File: src/rtl/demuxn.sv
// Token demultiplexer: joins a data token with a destination index and forwards it
// over one of M four-phase return-to-zero output channels, counting unroutable tokens.
module demuxn #(
    parameter int N  = 1,
    parameter int M  = 4,
    parameter int SW = 2,
    parameter int CW = 8
) (
    input  logic           clk,
    input  logic           rst,
    input  logic           r_i,
    output logic           a_i,
    input  logic [N-1:0]   d_i,
    input  logic           rctl_i,
    input  logic [SW-1:0]  dctl_i,
    output logic           actl_i,
    output logic [M-1:0]   r_o,
    input  logic [M-1:0]   a_o,
    output logic [M*N-1:0] d_o,
    output logic [CW-1:0]  drop_cnt,
    output logic           busy
);

    typedef enum logic [1:0] {
        IDLE = 2'd0,
        SEND = 2'd1,
        RTZ  = 2'd2,
        ACK  = 2'd3
    } state_e;

    state_e         state_q, state_d;
    logic [N-1:0]   dreg_q, dreg_d;
    logic [SW-1:0]  sreg_q, sreg_d;
    logic [CW-1:0]  drop_cnt_q, drop_cnt_d;
    logic [M-1:0]   r_o_q, r_o_d;
    logic [M*N-1:0] d_o_q, d_o_d;
    logic           a_i_q, a_i_d;
    logic           actl_i_q, actl_i_d;
    logic           busy_q, busy_d;

    logic           capture;
    logic           in_range;
    logic           sel_ack;
    logic           drop_sat;
    logic [M-1:0]   ch_d;

    assign capture  = r_i && rctl_i;
    assign drop_sat = (drop_cnt_q == {CW{1'b1}});

    // Index decode by loop keeps non-power-of-two M free of out-of-range selects.
    always_comb begin
        in_range = 1'b0;
        sel_ack  = 1'b0;
        for (int k = 0; k < M; k++) begin
            if (dctl_i == SW'(k)) in_range = 1'b1;
            if (sreg_q == SW'(k)) sel_ack  = a_o[k];
        end
    end

    // NOTE: every variable gets its hold value before the case, so no path leaves it unassigned (no latches).
    always_comb begin
        state_d    = state_q;
        dreg_d     = dreg_q;
        sreg_d     = sreg_q;
        drop_cnt_d = drop_cnt_q;
        unique case (state_q)
            IDLE: begin
                if (capture) begin
                    dreg_d = d_i;
                    sreg_d = dctl_i;
                    if (in_range) begin
                        state_d = SEND;
                    end else begin
                        state_d = ACK;
                        if (!drop_sat) drop_cnt_d = drop_cnt_q + CW'(1);
                    end
                end
            end
            SEND:    if (sel_ack) state_d = RTZ;
            RTZ:     if (!sel_ack) state_d = ACK;
            ACK:     if (!r_i && !rctl_i) state_d = IDLE;
            default: state_d = IDLE;
        endcase
    end

    // Registered outputs are a pure image of the next state, so they change on the same edge.
    always_comb begin
        for (int k = 0; k < M; k++) begin
            ch_d[k] = (sreg_d == SW'(k));
        end
        r_o_d = (state_d == SEND) ? ch_d : '0;
        d_o_d = '0;
        for (int k = 0; k < M; k++) begin
            if ((state_d == SEND || state_d == RTZ) && ch_d[k]) d_o_d[k*N +: N] = dreg_d;
        end
        a_i_d    = (state_d == ACK);
        actl_i_d = (state_d == ACK);
        busy_d   = (state_d != IDLE);
    end

    // NOTE: state registers use non-blocking assignments so all flops sample the same pre-edge values.
    always_ff @(posedge clk or negedge rst) begin
        if (!rst) begin
            state_q    <= IDLE;
            dreg_q     <= '0;
            sreg_q     <= '0;
            drop_cnt_q <= '0;
            r_o_q      <= '0;
            d_o_q      <= '0;
            a_i_q      <= 1'b0;
            actl_i_q   <= 1'b0;
            busy_q     <= 1'b0;
        end else begin
            state_q    <= state_d;
            dreg_q     <= dreg_d;
            sreg_q     <= sreg_d;
            drop_cnt_q <= drop_cnt_d;
            r_o_q      <= r_o_d;
            d_o_q      <= d_o_d;
            a_i_q      <= a_i_d;
            actl_i_q   <= actl_i_d;
            busy_q     <= busy_d;
        end
    end

    assign a_i      = a_i_q;
    assign actl_i   = actl_i_q;
    assign r_o      = r_o_q;
    assign d_o      = d_o_q;
    assign drop_cnt = drop_cnt_q;
    assign busy     = busy_q;

endmodule

File: config.mk
export PLATFORM = sky130hd
export DESIGN_NAME = demuxn
export DESIGN_NICKNAME = d
export VERILOG_FILES = /design/src/rtl/demuxn.sv
export SDC_FILE = /design/constraint.sdc
export NUM_CORES = 1
export LEC_CHECK = 0
export CAP_MARGIN = 0
export CORE_ASPECT_RATIO = 1.1
export CORE_MARGIN = 1.5
export CORE_UTILIZATION = 42
export CTS_CLUSTER_DIAMETER = 100
export DETAILED_ROUTE_END_ITERATION = 7
export HOLD_SLACK_MARGIN = 0.05
export PLACE_DENSITY = 0.74
export SETUP_SLACK_MARGIN = 0.5
export SYNTH_ARGS = -nofsm -noshare
export SYNTH_HDL_FRONTEND = slang
export SYNTH_SLANG_ARGS = --single-unit
File: constraint.sdc
create_clock -name clk -period 2.15 [get_ports clk]
set_input_delay 0.43 -clock clk [delete_from_list [all_inputs] [get_ports clk]]
set_output_delay 0.43 -clock clk [all_outputs]
set_load 0.005 [all_outputs]
==> results of run 1 <==
==> through the flow <==
| stage | setup TNS [ns] | cells |
|---|---|---|
| after detailed placement | -1.23 | 154 |
| final | 0 | 162 |
| after CTS | 0 | 160 |
| after global placement | -0.912 | 154 |
| after global routing | 0 | 162 |
| after floorplan | 0 | 102 |
==> repair_timing <==
item                       4_1_cts  5_1_grt
buffers inserted                 2        2
gates resized for setup         15       14
setup endpoints to repair       10       16
pin swaps                        4        3
==> power by group through the flow <==
stage	Clock, W	Sequential, W	Combinational, W
3_3_place_gp	0	0.000621	0.000679
3_5_place_dp	0	0.000630	0.000705
4_1_cts	0.000197	0.000623	0.000787
5_1_grt	0.000225	0.000648	0.000941
6_report	0.000192	0.000626	0.000868
2_1_floorplan	0	0.000584	0.000490
==> path summary, 6_finish.rpt <==
| path | end | start |
|---|---|---|
| max | d_o[2] | sreg_q[0] |
| min | drop_cnt[4] | drop_cnt[4] |
| max reg2reg | d_o[2] | sreg_q[0] |
| min reg2reg | drop_cnt[4] | drop_cnt[4] |
| max in group asynchronous | state_q[1] | rst |
| min in group asynchronous | r_o[3] | rst |
==> cell families (layout without fill, tap and decap cells) <==
group	after synthesis	in the layout	share of synthesized area, %
simple gates	42	42	22.9
flops	23	23	52.5
buf+inv	18	47	9.35
compound gates	14	14	10.0
fa+ha+maj	3	3	3.42
mux	2	2	1.82
==> sequential cells by signal (all words and copies together) (netlist names) <==
name / cells
drop_cnt: 8
d_o: 4
r_o: 4
sreg_q: 2
state_q: 2
actl_i: 1
busy: 1
dreg_q: 1
==> cell type report <==
type                       instances  area (µm²)  area share, %
clock buffer                       4        26.3           1.67
inverter                           2        7.51          0.478
multi-input combinational         61         520           33.1
sequential                        23         581           37.0
tap                               31        38.8           2.47
timing repair buffer              41         397           25.3
==> cells in the mapped netlist, types with 3 or more instances <==
| cell | count | area, µm² |
|---|---|---|
| ha_1 | 3 | 37.5 |
| nand2_1 | 14 | 52.6 |
| buf_2 | 3 | 15.0 |
| clkbuf_1 | 8 | 30.0 |
| dfrtp_1 | 23 | 576 |
| nand3b_1 | 3 | 22.5 |
| nor3b_1 | 3 | 22.5 |
| nor3_1 | 3 | 15.0 |
| nand3_1 | 4 | 20.0 |
==> cell usage in the layout, fill, tap and decap left out, types with 3 or more instances in the layout <==
master	synthesis	layout
dfrtp_1	23	19
clkdlybuf4s50_1	0	18
nand2_1	14	14
buf_4	1	12
dlymetal6s2s_1	0	8
nand3_1	4	4
dfrtp_2	0	4
nand3b_1	3	3
ha_1	3	3
clkbuf_4	0	3
dlygate4sd2_1	0	3
==> metal layers <==
| metal | up-vias | part of all wire (%) |
|---|---|---|
| met4 | 0 | 4.1 |
| met1 | 385 | 37 |
| met2 | 40 | 53 |
| met5 | - | 0 |
| li1 | 400 | - |
| met3 | 12 | 6.0 |
==> metrics.md, run 1 <==
| Metric | Value |
|---|---|
| Result of the run | `complete, no violations` |
| Critical Path Stages | `7` |
| Top-level port count | `30` |
| Initial antenna violation count | `0` |
| Area of the die | `2930 µm²` |
| Switching power | `0.000589 W` |
| Final core utilization | `62.9%` |
| Cell area after synthesis | `1100 µm²` |
| Register share of total power | `37.1%` |
| Part of the cycle the worst path needs | `95.1%` |
| Antenna Nets Post-Route | `0` |
| Worst hold slack | `0.379 ns` |
| Power density over the cells | `1070 nW/µm²` |
| Synthesized netlist net count | `116` |
| Met2 usage in global routing | `29.9%` |
| Setup slack of the critical path after layout | `0.105 ns` |
| Top flip-flop cell by instance count after synthesis | `dfrtp_1` |
| Wire length per cell after detailed routing | `14.0 µm` |
| Share of cells above drive strength 1 | `28.2%` |
| Number of buffers added by the clock tree synthesis step | `3` |
| Finish-stage setup viols | `0` |
| Core footprint | `2500 µm²` |
| Clock buffer depth | `2` |
| Met1 routing resource usage after global routing | `18.3%` |
| Worst Reg-to-Reg Cells | `7` |
| Average size of a mapped cell | `10.8 µm²` |
| Violation count after the first detailed-routing iteration | `17` |
| Hold buffer count at cts | `0` |
| Number of hold violations in the final report | `0` |
| Clock latency on the worst-skew pair | `0.31 ns` |
| Chip height | `56.6 µm` |
| Antenna cell count | `0` |
| Worst EP arrival | `2.28 ns` |
| Worst slew margin | `73.6%` |
| Register bit count reported by yosys | `23` |
| Number of enable-type register cells in the synthesized netlist | `0` |
| Max-cap violations | `0` |
| Number of iterations in the first detailed-routing pass | `6` |
| Top fanout value on the critical path | `4` |
| Number of vias per cell after detailed routing | `5.17` |
| Number of global-route vias before repair | `821` |
| Die width | `51.7 µm` |
| Worst IR drop on VDD | `0.000849 V` |
| H-Tree Depth | `1` |
| Master of the slowest instance on the critical path | `dfrtp_2` |
| Largest stage delay, worst path | `0.47 ns` |
| Dpl ws | `-0.356 ns` |
| Shortest clock period the worst path allows after layout | `2.04 ns` |
| Critical path startpoint category | `flip-flop` |
| Series of cell instances along the critical path | `mux2i_4 > a22oi_2 > o311ai_4 > ha_1 > and2b_2 > nand2_1 > o31ai_2` |
| Family with the most delay on the worst path | `compound AO/OA/AOI/OAI gates` |
| Unrepaired setup endpoints after global routing | `yes` |
| First-pass GRT wire length | `3640 µm` |
| Total number of yosys warnings | `0` |
| Startpoint-to-endpoint class of the critical path | `reg -> reg` |
| Final routed DRC violation total | `0` |
| Fillers | `202` |
| Pin count of the biggest net entering global routing | `24` |
| FP Rows | `19` |
| Worst Hold Class | `reg -> reg` |
| Switching share of total power | `34.9%` |
| Number of instances in the synthesized netlist | `102` |
| Area Overhead vs Synth | `43.1%` |
| Total detailed-routing wirelength | `2270 µm` |
| Total via count after detailed routing | `837` |
| Tot GR Track Use | `16.7%` |
| CTS tree | `built` |
| Transition time at the pin with the least slew margin | `0.394 ns` |
| Buf+Inv Stages, Crit Path | `0` |
| Sequential element share of the synthesized area | `52.5%` |
| Slack of the worst reg-to-reg path | `0.11 ns` |
| Fmax | `0.489 GHz` |
| Starting density of the core | `44.0%` |
| Sum of internal, switching and leakage power | `0.00169 W` |
| Number of sinks handled by clock tree synthesis | `23` |
| Number of cells on the worst hold path | `0` |
| Standard cell area after detailed placement | `1420 µm²` |
| Share of power burned in the clock network | `11.4%` |
| Leakage power total | `0.801 nW` |
| Gp weighted congestion | `0.769` |
| Global Route met3 Usage | `2.66%` |
| Port-buffer cells | `29` |
| Top Usage Layer GRT | `met2` |
| Number of nets in the finished design | `146` |
| Required time reported for the critical path endpoint | `2.38 ns` |
| Non-Filler Cell Area, Final | `1570 µm²` |
| Overflow left after global routing | `0` |
| Internal | `0.00110 W` |
| Critical Path Sink Type | `flip-flop` |
| Max-slew violation count | `0` |
| Clock Pin Slew Worst Setup and Hold Paths | `0.12 ns` |
| Share of async-settable or async-resettable flops after synthesis | `100%` |
| Count of distinct cell types in the synthesized netlist | `38` |
| Clock root cell | `clkbuf_4` |
| HPWL reported at the end of detailed placement | `1500 µm` |
| Worst clock skew | `0.00757 ns` |
| Power share of the combinational group | `51.5%` |
Note: power is estimated with default switching activity, not from simulation.
==> inputs of run 2 (changes only) <==
Settings changed: SETUP_SLACK_MARGIN 0.5 to not set.
==> run 2 against run 1 <==
  * Clock power barely moved
  * Via count fell by 0.24%
  * Final cell count fell by 0.62%
  * Count of clock-buffer cells in the layout did not move
  * Worst hold slack improved by 0.0081 ns
  * Sequential power rose by 1%
  * Clock skew fell by 0.00072 ns
  * Non-clock buffer count fell by 1
  * Sequential share of layout area rose by 1.8 points
  * Highest routed layer unchanged
==> metrics.md, run 2 (same netlist as run 1, synthesis figures left out) <==
| Metric | Value |
|---|---|
| Result of the run | `complete, no violations (unchanged)` |
| CTS tree | `built (unchanged)` |
| Series of cell instances along the critical path | `clkdlybuf4s50_1 > mux2i_4 > o22ai_1 > o22ai_2 > ha_1 > and2b_2 > nand2_1 > o31ai_1 (was mux2i_4 > a22oi_2 > o311ai_4 > ha_1 > and2b_2 > nand2_1 > o31ai_2)` |
| Final core utilization | `60.0% (was 62.9%)` |
| Required time reported for the critical path endpoint | `2.37 ns (was 2.38 ns)` |
| Largest stage delay, worst path | `0.51 ns (was 0.47 ns)` |
| Most common library cell in the layout ignoring fill and taps | `clkdlybuf4s50_1 (was dfrtp_1)` |
| Number of nets in the finished design | `145 (was 146)` |
| Critical Path Sink Type | `flip-flop (unchanged)` |
| Total detailed-routing wirelength | `2150 µm (was 2270 µm)` |
| Part of the cycle the worst path needs | `97.8% (was 95.1%)` |
| TNS Setup | `0 ns (unchanged)` |
| Core footprint | `2500 µm² (unchanged)` |
| Share of power burned in the clock network | `11.9% (was 11.4%)` |
| Die width | `51.7 µm (unchanged)` |
| Startpoint-to-endpoint class of the critical path | `in -> reg (was reg -> reg)` |
| Worst clock skew | `0.00685 ns (was 0.00757 ns)` |
| Number of global-route vias before repair | `812 (was 821)` |
| Slack of the worst reg-to-reg path | `0.09 ns (was 0.11 ns)` |
| Finish-stage setup viols | `0 (unchanged)` |
| Number of hold violations in the final report | `0 (unchanged)` |
| Share of cells above drive strength 1 | `24.6% (was 28.2%)` |
| Internal | `0.00108 W (was 0.00110 W)` |
| Critical path startpoint category | `input pin (was flip-flop)` |
| HPWL reported at the end of detailed placement | `1480 µm (was 1500 µm)` |
| Worst Reg-to-Reg Cells | `7 (unchanged)` |
| Total via count after detailed routing | `835 (was 837)` |
| Area of the die | `2930 µm² (unchanged)` |
| Worst EP arrival | `2.32 ns (was 2.28 ns)` |
| Gp weighted congestion | `0.737 (was 0.769)` |
| Number of sinks handled by clock tree synthesis | `23 (unchanged)` |
| Final routed DRC violation total | `0 (unchanged)` |
| Leakage power total | `0.646 nW (was 0.801 nW)` |
| Fmax | `0.476 GHz (was 0.489 GHz)` |
| Hold buffer count at cts | `0 (unchanged)` |
| Switching share of total power | `33.9% (was 34.9%)` |
| Clock buffer depth | `2 (unchanged)` |
| Antenna cell count | `0 (unchanged)` |
| Clock latency on the worst-skew pair | `0.30 ns (was 0.31 ns)` |
| Number of iterations in the first detailed-routing pass | `4 (was 6)` |
| Max-slew violation count | `0 (unchanged)` |
| Number of buffers added by the clock tree synthesis step | `3 (unchanged)` |
| Pin count of the biggest net entering global routing | `24 (unchanged)` |
| Initial antenna violation count | `0 (unchanged)` |
| Non-filler instance count after layout | `161 (was 162)` |
| Worst slew margin | `78.8% (was 73.6%)` |
| Power density over the cells | `1090 nW/µm² (was 1070 nW/µm²)` |
| Max reg flops | `8 (unchanged)` |
| Top fanout value on the critical path | `4 (unchanged)` |
| Violation count after the first detailed-routing iteration | `23 (was 17)` |
| Max-cap violations | `0 (unchanged)` |
| Number of vias per cell after detailed routing | `5.19 (was 5.17)` |
| Placed cell count | `155 (was 154)` |
| Register share of total power | `39.0% (was 37.1%)` |
| Leading cell types in the layout, fill and taps excluded | `clkdlybuf4s50_1, dfrtp_1, nand2_1 (was dfrtp_1, clkdlybuf4s50_1, nand2_1)` |
| Starting density of the core | `44.0% (unchanged)` |
| Clock Pin Slew Worst Setup and Hold Paths | `0.12 ns (about the same)` |
| Clock root cell | `clkbuf_4 (unchanged)` |
| Switching power | `0.000553 W (was 0.000589 W)` |
| Standard cell area after detailed placement | `1400 µm² (was 1420 µm²)` |
| Power share of the combinational group | `49.1% (was 51.5%)` |
| Worst IR drop on VDD | `0.000669 V (was 0.000849 V)` |
| Tot GR Track Use | `15.7% (was 16.7%)` |
| Wire length per cell after detailed routing | `13.4 µm (was 14.0 µm)` |
| First-pass GRT wire length | `3460 µm (was 3640 µm)` |
| Shortest clock period the worst path allows after layout | `2.10 ns (was 2.04 ns)` |
| H-Tree Depth | `1 (unchanged)` |
| Transition time at the pin with the least slew margin | `0.315 ns (was 0.394 ns)` |
| Overflow left after global routing | `0 (unchanged)` |
| FP Rows | `19 (unchanged)` |
| Port-buffer cells | `29 (unchanged)` |
| Number of cells on the worst hold path | `0 (unchanged)` |
| Non-Filler Cell Area, Final | `1500 µm² (was 1570 µm²)` |
| Antenna Nets Post-Route | `0 (unchanged)` |
| Worst hold slack | `0.387 ns (was 0.379 ns)` |
| Top-level port count | `30 (unchanged)` |
| Master of the slowest instance on the critical path | `clkdlybuf4s50_1 (was dfrtp_2)` |
| Worst Hold Class | `reg -> reg (unchanged)` |
| Chip height | `56.6 µm (unchanged)` |
| Area Overhead vs Synth | `36.5% (was 43.1%)` |
==> run 2: cell count changes in the layout (fill, tap and decap cells not counted), sizes merged <==
cell           previous run  this run
clkdlybuf4s50            18        29
dlygate4sd2               3         0
buf                      12        11
dlymetal6s2s              8         0
==> run 2: final cells by class <==
cell class / count / area [µm²]
Clock buffer: 4 / 26.3
Fill cell: 214 / 998
Inverter: 2 / 7.51
Multi-Input combinational cell: 61 / 472
Sequential cell: 23 / 581
Tap cell: 31 / 38.8
Timing Repair Buffer: 40 / 373
==> run 2: through the flow <==
step	power, W	setup slack (ns)
finish	0.00163	0.0475
global route	0.00174	-0.0323
CTS	0.00153	0.0317
detailed placement	0.00130	-0.340
global placement	0.00127	-0.250
floorplan	0.00104	0.115
==> run 2: worst paths after layout <==
| kind | endpoint | start |
|---|---|---|
| worst min register to register | drop_cnt[2] | drop_cnt[2] |
| worst min-delay path | drop_cnt[2] | drop_cnt[2] |
| max in group asynchronous | state_q[1] | rst |
| worst max register to register | d_o[2] | sreg_q[0] |
| min in group asynchronous | drop_cnt[6] | rst |
| worst max-delay path | d_o[2] | a_o[3] |
==> run 2: timing repair <==
action,in CTS,in global routing
hold endpoints to repair,0,0
resized for setup,3,12
setup endpoints to repair,1,4
setup buffers,1,1
pin swaps,2,1
==> run 2: critical path, delay by kind of cell <==
family	cells	cell delay (ns)
and+or+nand+nor	2	0.32
adders and majority gates	1	0.31
AOI/OAI and AO/OA	3	0.65
muxes	1	0.10
buffers and inverters	1	0.51
==> run 2: metal layers <==
layer / wire length [µm] / part of all wire [%] / GRT usage, % / up-vias
met2: 1190 / 55 / 26.2 / 39
met1: 817 / 38 / 18.4 / 391
met4: 15 / 0.70 / 7.89 / 0
met3: 132 / 6.1 / 3.72 / 4
met5: 0 / 0 / 0 / -
li1: - / - / - / 401
==> run 2: power by group through the flow <==
stage	registers, W	clock network (W)	logic [W]
2_1_floorplan	0.000584	0	0.000453
4_1_cts	0.000617	0.000202	0.000712
3_5_place_dp	0.000624	0	0.000672
3_3_place_gp	0.000616	0	0.000655
6_report	0.000634	0.000193	0.000800
5_1_grt	0.000649	0.000219	0.000874
